<file path="config.mk">
export PLATFORM = sky130hd
export DESIGN_NAME = ntt_ctrl
export DESIGN_NICKNAME = d
export VERILOG_FILES = /design/src/rtl/ntt_pkg.sv /design/src/rtl/ntt_addr_gen.sv /design/src/rtl/ntt_ctrl.sv
export SDC_FILE = /design/constraint.sdc
export NUM_CORES = 1
export LEC_CHECK = 0
export ABC_AREA = 1
export CAP_MARGIN = 20
export CORE_MARGIN = 1.5
export CORE_UTILIZATION = 55
export CTS_CLUSTER_DIAMETER = 40
export DETAILED_ROUTE_END_ITERATION = 16
export DONT_BUFFER_PORTS = 1
export PLACE_DENSITY = 0.72
export SLEW_MARGIN = 40
export SYNTH_ARGS = -nofsm -noshare
export SYNTH_HDL_FRONTEND = slang
export SYNTH_SLANG_ARGS = --single-unit
</file>
<file path="constraint.sdc">
create_clock -name clk_i -period 3.7 [get_ports clk_i]
set_input_delay 0.555 -clock clk_i [delete_from_list [all_inputs] [get_ports clk_i]]
set_output_delay 0.555 -clock clk_i [all_outputs]
set_load 0.1 [all_outputs]
</file>
<file path="src/rtl/ntt_pkg.sv">
// Shared constants and FSM state type for the NTT controller slice.
package ntt_pkg;

    localparam int N                = 256;
    localparam int LOG2N            = 8;
    localparam int Q_KYBER          = 3329;
    localparam int Q_DILITHIUM      = 8380417;
    localparam int LAYERS_KYBER     = 7;
    localparam int LAYERS_DILITHIUM = 8;

    localparam logic MODE_INV  = 1'b1;
    localparam logic RED_KYBER = 1'b1;

    typedef enum logic [1:0] {
        IDLE,
        ISSUE,
        DRAIN,
        FINISH
    } ntt_state_e;

endpackage

</file>
<file path="src/rtl/ntt_addr_gen.sv">
// Combinational butterfly address and twiddle index generator.
module ntt_addr_gen
    import ntt_pkg::*;
(
    input  logic [2:0] layer,
    input  logic [6:0] bf,
    input  logic       mode,
    input  logic       sel_red,
    output logic [7:0] addr_a,
    output logic [7:0] addr_b,
    output logic [7:0] tw_addr
);

    logic [2:0] m;
    logic [3:0] m_plus1;
    logic [7:0] len;
    logic [6:0] g;
    logic [8:0] base;
    logic [8:0] k_full;

    // Kyber skips len=1, so its inverse layers start one step higher.
    always_comb begin
        m       = (mode == MODE_INV) ? (layer + {2'b00, sel_red}) : (3'd7 - layer);
        m_plus1 = {1'b0, m} + 4'd1;
        len     = 8'd1 << m;
        g       = bf >> m;
        base    = 9'd128 >> m;
        addr_a  = ({1'b0, g} << m_plus1) | ({1'b0, bf} & (len - 8'd1));
        addr_b  = addr_a + len;
        k_full  = (mode == MODE_INV) ? ((base << 1) - 9'd1 - {2'b00, g})
                                     : (base + {2'b00, g});
        tw_addr = k_full[7:0];
    end

endmodule

</file>
<file path="src/rtl/ntt_ctrl.sv">
// NTT layer/butterfly sequencer: issues coefficient-pair reads one per cycle
// and replays them as write-backs through an LAT-deep delay line.
module ntt_ctrl #(
    parameter int N   = 256,
    parameter int LAT = 2
) (
    input  logic       clk_i,
    input  logic       rst_i,
    input  logic       start_i,
    input  logic       mode_i,
    input  logic       sel_red_i,
    output logic       busy_o,
    output logic       done_o,
    output logic       rd_en_o,
    output logic [7:0] rd_addr_a_o,
    output logic [7:0] rd_addr_b_o,
    output logic [7:0] tw_addr_o,
    output logic       wr_en_o,
    output logic [7:0] wr_addr_a_o,
    output logic [7:0] wr_addr_b_o,
    output logic       sel_butterfly_o,
    output logic       sel_red_o
);
    import ntt_pkg::*;

    localparam logic [6:0] BF_LAST    = 7'(N / 2 - 1);
    localparam logic [2:0] DRAIN_LAST = 3'(LAT - 1);

    ntt_state_e state_q, state_d;
    logic [2:0] layer_q, layer_d;
    logic [6:0] bf_q, bf_d;
    logic [2:0] drain_q, drain_d;
    logic       mode_q, mode_d;
    logic       red_q, red_d;
    logic       busy_q, busy_d;
    logic       done_q, done_d;
    logic [2:0] last_layer;

    logic [7:0] gen_a, gen_b, gen_k;
    logic       rd_en_q;
    logic [7:0] rd_a_q, rd_b_q, tw_q;
    logic [16:0] dly_q [LAT];

    ntt_addr_gen u_addr_gen (
        .layer   (layer_q),
        .bf      (bf_q),
        .mode    (mode_q),
        .sel_red (red_q),
        .addr_a  (gen_a),
        .addr_b  (gen_b),
        .tw_addr (gen_k)
    );

    assign last_layer = (red_q == RED_KYBER) ? 3'(LAYERS_KYBER - 1) : 3'(LAYERS_DILITHIUM - 1);

    always_comb begin
        state_d = state_q;
        layer_d = layer_q;
        bf_d    = bf_q;
        drain_d = drain_q;
        mode_d  = mode_q;
        red_d   = red_q;
        busy_d  = busy_q;
        done_d  = 1'b0;
        case (state_q)
            IDLE: begin
                if (start_i) begin
                    mode_d  = mode_i;
                    red_d   = sel_red_i;
                    layer_d = 3'd0;
                    bf_d    = 7'd0;
                    busy_d  = 1'b1;
                    state_d = ISSUE;
                end
            end
            ISSUE: begin
                bf_d = bf_q + 7'd1;
                if (bf_q == BF_LAST) begin
                    drain_d = 3'd0;
                    state_d = DRAIN;
                end
            end
            // Hold off the next layer until every write of this one has retired.
            DRAIN: begin
                if (drain_q == DRAIN_LAST) begin
                    if (layer_q == last_layer) begin
                        state_d = FINISH;
                    end else begin
                        layer_d = layer_q + 3'd1;
                        bf_d    = 7'd0;
                        state_d = ISSUE;
                    end
                end else begin
                    drain_d = drain_q + 3'd1;
                end
            end
            FINISH: begin
                busy_d  = 1'b0;
                done_d  = 1'b1;
                state_d = IDLE;
            end
            default: state_d = IDLE;
        endcase
    end

    always_ff @(posedge clk_i) begin
        if (rst_i) begin
            state_q <= IDLE;
            layer_q <= 3'd0;
            bf_q    <= 7'd0;
            drain_q <= 3'd0;
            mode_q  <= 1'b0;
            red_q   <= 1'b0;
            busy_q  <= 1'b0;
            done_q  <= 1'b0;
            rd_en_q <= 1'b0;
            rd_a_q  <= 8'd0;
            rd_b_q  <= 8'd0;
            tw_q    <= 8'd0;
        end else begin
            state_q <= state_d;
            layer_q <= layer_d;
            bf_q    <= bf_d;
            drain_q <= drain_d;
            mode_q  <= mode_d;
            red_q   <= red_d;
            busy_q  <= busy_d;
            done_q  <= done_d;
            rd_en_q <= (state_q == ISSUE);
            rd_a_q  <= gen_a;
            rd_b_q  <= gen_b;
            tw_q    <= gen_k;
        end
    end

    // Clearing the delay line on reset drops any in-flight write-backs.
    always_ff @(posedge clk_i) begin
        if (rst_i) begin
            for (int i = 0; i < LAT; i++) begin
                dly_q[i] <= '0;
            end
        end else begin
            dly_q[0] <= {rd_en_q, rd_a_q, rd_b_q};
            for (int i = 1; i < LAT; i++) begin
                dly_q[i] <= dly_q[i-1];
            end
        end
    end

    assign {wr_en_o, wr_addr_a_o, wr_addr_b_o} = dly_q[LAT-1];

    assign busy_o          = busy_q;
    assign done_o          = done_q;
    assign rd_en_o         = rd_en_q;
    assign rd_addr_a_o     = rd_a_q;
    assign rd_addr_b_o     = rd_b_q;
    assign tw_addr_o       = tw_q;
    assign sel_butterfly_o = mode_q;
    assign sel_red_o       = red_q;

endmodule

</file>
==> metrics.yaml, run 1 <==
min_from: "rst_i"
post-route-drc-count: 0
die-area_um2: 8605
synth_top_family_by_area: "simple AND/OR/NAND/NOR gates"
synth-adder-area-share: 0.08413
dr_wl_met3_um: 512
area_growth_pct: 8.922
gp_congestion: 0.9294
grt_pass1_wl_um: 16100
nets: 628
via_count: 3673
p_leak_nw: 2.274
yosysUniqueCellTypes: 46
power_density_nw_per_um2: 927.8
setup_tns_ps: 0
clk_path_buf_depth: 2
crit_slowest_cell: "dfxtp_2"
highest_layer: "met4"
path_max_fanout: 5
startpoint_type: "flop"
first_pass_iters: 5
hold_buffers: 0
antenna_cells: 0
fmax_mhz: 294.2
synthXorXnorAreaFrac: 0.009881
drive_gt1_frac: 0.2583
finalClockSkew_ps: 18.85
relSlewSlack: 0.6240
synth_simple_gate_area_frac: 0.2894
die_w_um: 92.77
die_h_um: 92.77
syn_inst: 595
min_path_type: "in -> reg"
cp-end-kind: "flop"
r2r_slack_ps: 300
status: "completed"
post-route-min-period_ps: 3399
holdWs_ps: 250.5
htreeDepth: 3
min_to: "rd_addr_a_o[6]$_SDFF_PP0_"
setup_viol: 0
wl_met2_um: 4700
synthMuxAreaShare: 0
dpl.hpwl_um: 7322
portBuffers: 0
grt_pass1_vias: 3488
required_ps: 3940
cts.sinks: 78
tightest_slew_ps: 563.4
finalMaxSlewViolations: 0
core_area_um2: 7767
cts_tree: "yes"
cp_cell_sequence: "ha_4 > ha_1 > nand2_1 > nand2_2 > nor2_2 > inv_1 > nor2_2 > inv_1 > ha_2 > or2_2 > nand3_1 > nand2_1 > ha_1 > a21oi_1 > and2_4 > o221ai_1 > xnor2_1 > nand3_1 > nand2_1 > nor2_1"
synth_compound_area_frac: 0.1282
wl_um: 9744
ant_nets: 0
rr_endpoint: "rd_addr_b_o[7]$_SDFF_PP0_"
fin_crit_sh: 0.9186
worstRegToRegCells: 20
antenna_found_initial: 0
synthesis.nets: 628
crit_type: "reg -> reg"
worst_ep_arrival_time_ps: 3640
first_iter_violations: 234
hold_viol: 0
multiInputGateArea_um2: 2321
synth_area_um2: 4432
yosys_warnings: 0
seq_area_frac_synth: 0.3523
fillCellCount: 692
rsz0062_at_grt: "false"
grt_max_degree: 61
vias_per_cell: 5.232
seqCellArea_um2: 1623
ys_ff_latch: 78
clkTransAtPathRegs_ps: 100
track_usage: 0.2380
ios: 51
cp_common_cell: "nand2_1"
synth_area_per_cell_um2: 7.448
cts_root_buffer: "clkbuf_8"
cts_buffers: 9
r2r_start: "layer_q[0]$_SDFFE_PP0P_"
clock_latency_ps: 360
cap_violations: 0
holdPathStages: 1
fin_util: 0.6215
initial_core_util: 0.5706
max_stage_delay_ps: 360
grt.overflow.total: 0
ir_drop_uv: 413.7
final_common_cell: "inv_1"
layout_common_cells: "inv_1, nand2_1, nor2_1"
wl_met1_um: 4380
wl_per_cell_um: 13.88
num_rows: 32
[Yosys cell counts, drive strengths merged]
cell type / n / area [µm²]
a211oi: 2 / 15.01
a21oi: 47 / 265.3
a31o: 1 / 8.760
and2: 2 / 12.51
buf: 22 / 178.9
clkbuf: 7 / 26.28
dfxtp: 78 / 1562
fa: 3 / 60.06
ha: 25 / 312.8
inv: 106 / 397.9
nand2: 125 / 604.3
nand3: 41 / 245.2
nand3b: 1 / 7.510
nand4: 9 / 62.56
nor2: 71 / 315.3
nor3: 2 / 10.01
nor4: 1 / 6.260
o211a: 2 / 20.02
o211ai: 8 / 60.06
o21ai: 28 / 147.7
o21bai: 3 / 26.27
o221ai: 1 / 8.760
o31ai: 1 / 7.510
o32ai: 1 / 8.760
or2: 3 / 18.77
xnor2: 1 / 8.760
xor2: 4 / 35.03
[stage by stage]
step | power [W] | instances | worst slack [ps] | cell area (µm²)
floorplan | 0.003328 | 595 | 112.1 | 4437
global placement | 0.003653 | 681 | 245.5 | 4457
detailed placement | 0.003706 | 681 | 163.5 | 4512
CTS | 0.004425 | 697 | 138.6 | 4731
global route | 0.004804 | 702 | 15.29 | 4827
finish | 0.004478 | 702 | 301.3 | 4827
[cell type report]
cell class | count | area share
Multi-Input combinational cell | 382 | 0.4808
Sequential cell | 78 | 0.3362
Inverter | 106 | 0.08243
Timing Repair Buffer | 18 | 0.02877
Clock buffer | 10 | 0.02644
Tap cell | 102 | 0.02644
Clock inverter | 6 | 0.01892
[how the worst max path moves through the flow]
stage                             from                   endpoint  slack [ps]
2_1_floorplan   sel_red_o$_SDFFE_PP0P_  rd_addr_b_o[6]$_SDFF_PP0_         110
6_report       layer_q[0]$_SDFFE_PP0P_  rd_addr_b_o[7]$_SDFF_PP0_         300
3_3_place_gp    sel_red_o$_SDFFE_PP0P_  rd_addr_b_o[7]$_SDFF_PP0_         250
5_1_grt        layer_q[0]$_SDFFE_PP0P_  rd_addr_b_o[6]$_SDFF_PP0_          20
3_5_place_dp   layer_q[0]$_SDFFE_PP0P_  rd_addr_b_o[7]$_SDFF_PP0_         160
4_1_cts        layer_q[0]$_SDFFE_PP0P_  rd_addr_b_o[7]$_SDFF_PP0_         140
[metal layers]
metal	up-vias	GRT usage
li1	1867	-
met1	1679	0.2927
met2	113	0.4069
met3	14	0.05583
met4	0	0.07828
met5	-	0
[registers in the layout, summed over array words and instances, names as in the netlist]
signal,count
rd_addr_b_o,8
rd_addr_a_o,8
layer_q,3
done_o,1
busy_o,1
state_q,2
dly_q,34
bf_q,7
tw_addr_o,8
sel_butterfly_o,1
drain_q,3
rd_en_o,1
sel_red_o,1
[report_power, final]
group	switching (W)	internal, W	total [W]	leakage (nW)
sequential	0.000890	0.00105	0.00194	0.656
clock	0.000337	0.000386	0.000723	0.108
combinational	0.00119	0.000633	0.00182	1.51
[repair_timing]
| action | 4_1_cts | 5_1_grt |
|---|---|---|
| setup buffers | 0 | 5 |
| gates resized for setup | 0 | 12 |
| setup endpoints to repair | 0 | 4 |
[cell families after synthesis]
group / after synthesis
fa+ha+maj: 28
flops: 78
compound gates: 94
simple gates: 255
xor+xnor: 5
buf+inv: 135
[critical path, delay by kind of cell (launching register included)]
family / cells / cell delay (ps)
simple gates: 11 / 1270
xor+xnor: 1 / 260
flops: 1 / 360
compound gates: 2 / 270
fa+ha+maj: 4 / 980
buf+inv: 2 / 160
Note: power is estimated with default switching activity, not from simulation.
==> run 2, diff against run 1 <==
- clock period: 3.7 -> 3.99 ns (I/O delays scaled with it)
==> run 2 against run 1 <==
Core utilization fell by 1.8 points. Routed wire length down 0.23%. Non-clock buffer count decreased by 9. Sequential share of layout area is 0.90 points higher. Critical endpoint is now rd_addr_b_o[6]$_SDFF_PP0_. Highest routed layer unchanged.
==> metrics.yaml, run 2 (synthesis results as in run 1) <==
status: "completed"
cap_violations: 0
min_path_type: "in -> reg"
finalClockSkew_ps: 11.67
layout_common_cells: "inv_1, nand2_1, nor2_1"
die_h_um: 92.77
tightest_slew_ps: 551.3
ios: 51
grt_max_degree: 61
area_growth_pct: 5.760
cp-end-kind: "flop"
initial_core_util: 0.5706
setup_tns_ps: 0
clkTransAtPathRegs_ps: 90
nets: 619
first_pass_iters: 5
rsz0062_at_grt: "false"
post-route-drc-count: 0
power_density_nw_per_um2: 864.9
p_leak_nw: 2.220
die_w_um: 92.77
die-area_um2: 8605
core_area_um2: 7767
relSlewSlack: 0.6325
cts_tree: "yes"
grt_pass1_vias: 3458
wl_met1_um: 4424
drive_gt1_frac: 0.2352
grt_pass1_wl_um: 16160
cts.sinks: 78
htreeDepth: 3
ir_drop_uv: 425.7
fin_cells: 693
antenna_found_initial: 0
required_ps: 4230
vias_per_cell: 5.177
num_rows: 32
setup_viol: 0
antenna_cells: 0
post-route-min-period_ps: 3626
first_iter_violations: 175
fillCellCount: 725
path_max_fanout: 7
place_inst: 677
largest_register: "dly_q"
fin_crit_sh: 0.9087
crit_type: "reg -> reg"
cts_buffers: 9
cts_root_buffer: "clkbuf_8"
via_count: 3588
worst_ep_arrival_time_ps: 3870
hold_viol: 0
clk_path_buf_depth: 2
finalMaxSlewViolations: 0
postCtsSetupRepairBufs: 0
wl_per_cell_um: 14.03
dpl.hpwl_um: 7538
startpoint_type: "flop"
hold_buffers: 0
grt.overflow.total: 0
ant_nets: 0
clock_latency_ps: 360
wl_met2_um: 4609
wl_um: 9722
final_common_cell: "inv_1"
largest_register_ffs: 34
fmax_mhz: 275.8
portBuffers: 0
dr_wl_met3_um: 501
highest_layer: "met4"
track_usage: 0.2423
gp_congestion: 0.9221
==> run 2: where the power goes <==
group	leakage, nW	internal, W	switching (W)	total [W]
logic	1.46	0.000549	0.00110	0.00165
registers	0.655	0.000968	0.000824	0.00179
clock network	0.102	0.000298	0.000317	0.000615
total	2.22	0.00181	0.00224	0.00405
==> run 2: per-stage QoR <==
stage                     instance area, µm²  utilization  worst slack [ps]  total power, W  hold slack, ps
after floorplan                         4433            -             94.36        0.003085           388.3
final                                   4687       0.6034             364.4        0.004054           297.0
after detailed placement                4478       0.5765             340.4        0.003439           385.5
after global routing                    4687       0.6034             3.920        0.004338           271.1
after CTS                               4682       0.6028             322.8        0.004057           269.9
after global placement                  4423       0.5694             481.7        0.003386           389.5
==> run 2: cell type report <==
cell class	instances	area [µm²]	share of cell area
multi-input cells	382	2272	0.4848
flip-flops and latches	78	1618	0.3452
inverters	106	397.9	0.08489
well taps	102	127.6	0.02723
clock buffers	9	123.9	0.02643
clock inverters	7	80.08	0.01708
repair buffers	9	67.56	0.01442
==> run 2: critical path, cell delays in order, from the launching register on <==
cell     delay (ps)
dfxtp_1         360
ha_1            210
ha_1            280
nand2_1          80
nand2_2         120
nor2_2          150
inv_1            80
nor2_1          130
inv_1           130
ha_1            300
or2_2           290
nand2_1         120
inv_2            60
fa_1            450
o31ai_2         340
nand2_1          90
nand2_1          70
a21oi_1          70
o21ai_0         160
a21oi_1          50
==> run 2: timing repair <==
action                                  4_1_cts  5_1_grt
endpoints found under the setup margin        0        1
gates resized for setup                       0        1
endpoints found under the hold margin         0        0
==> run 2: final timing paths <==
| check | from | to | slack, ps | cells past startpoint |
|---|---|---|---|---|
| hold reg to reg | dly_q[0][9]$_SDFF_PP0_ | dly_q[0][26]$_SDFF_PP0_ | 400 | 2 |
| setup / recovery | layer_q[0]$_SDFFE_PP0P_ | rd_addr_b_o[6]$_SDFF_PP0_ | 360 | 19 |
| hold / removal | rst_i | tw_addr_o[4]$_SDFF_PP0_ | 300 | 1 |
| setup reg to reg | layer_q[0]$_SDFFE_PP0P_ | rd_addr_b_o[6]$_SDFF_PP0_ | 360 | 19 |
==> run 2: routing by layer <==
| metal | GRT usage | up-vias |
|---|---|---|
| li1 | - | 1854 |
| met1 | 0.2961 | 1620 |
| met2 | 0.4088 | 94 |
| met3 | 0.05255 | 20 |
| met4 | 0.1023 | 0 |
| met5 | 0 | - |
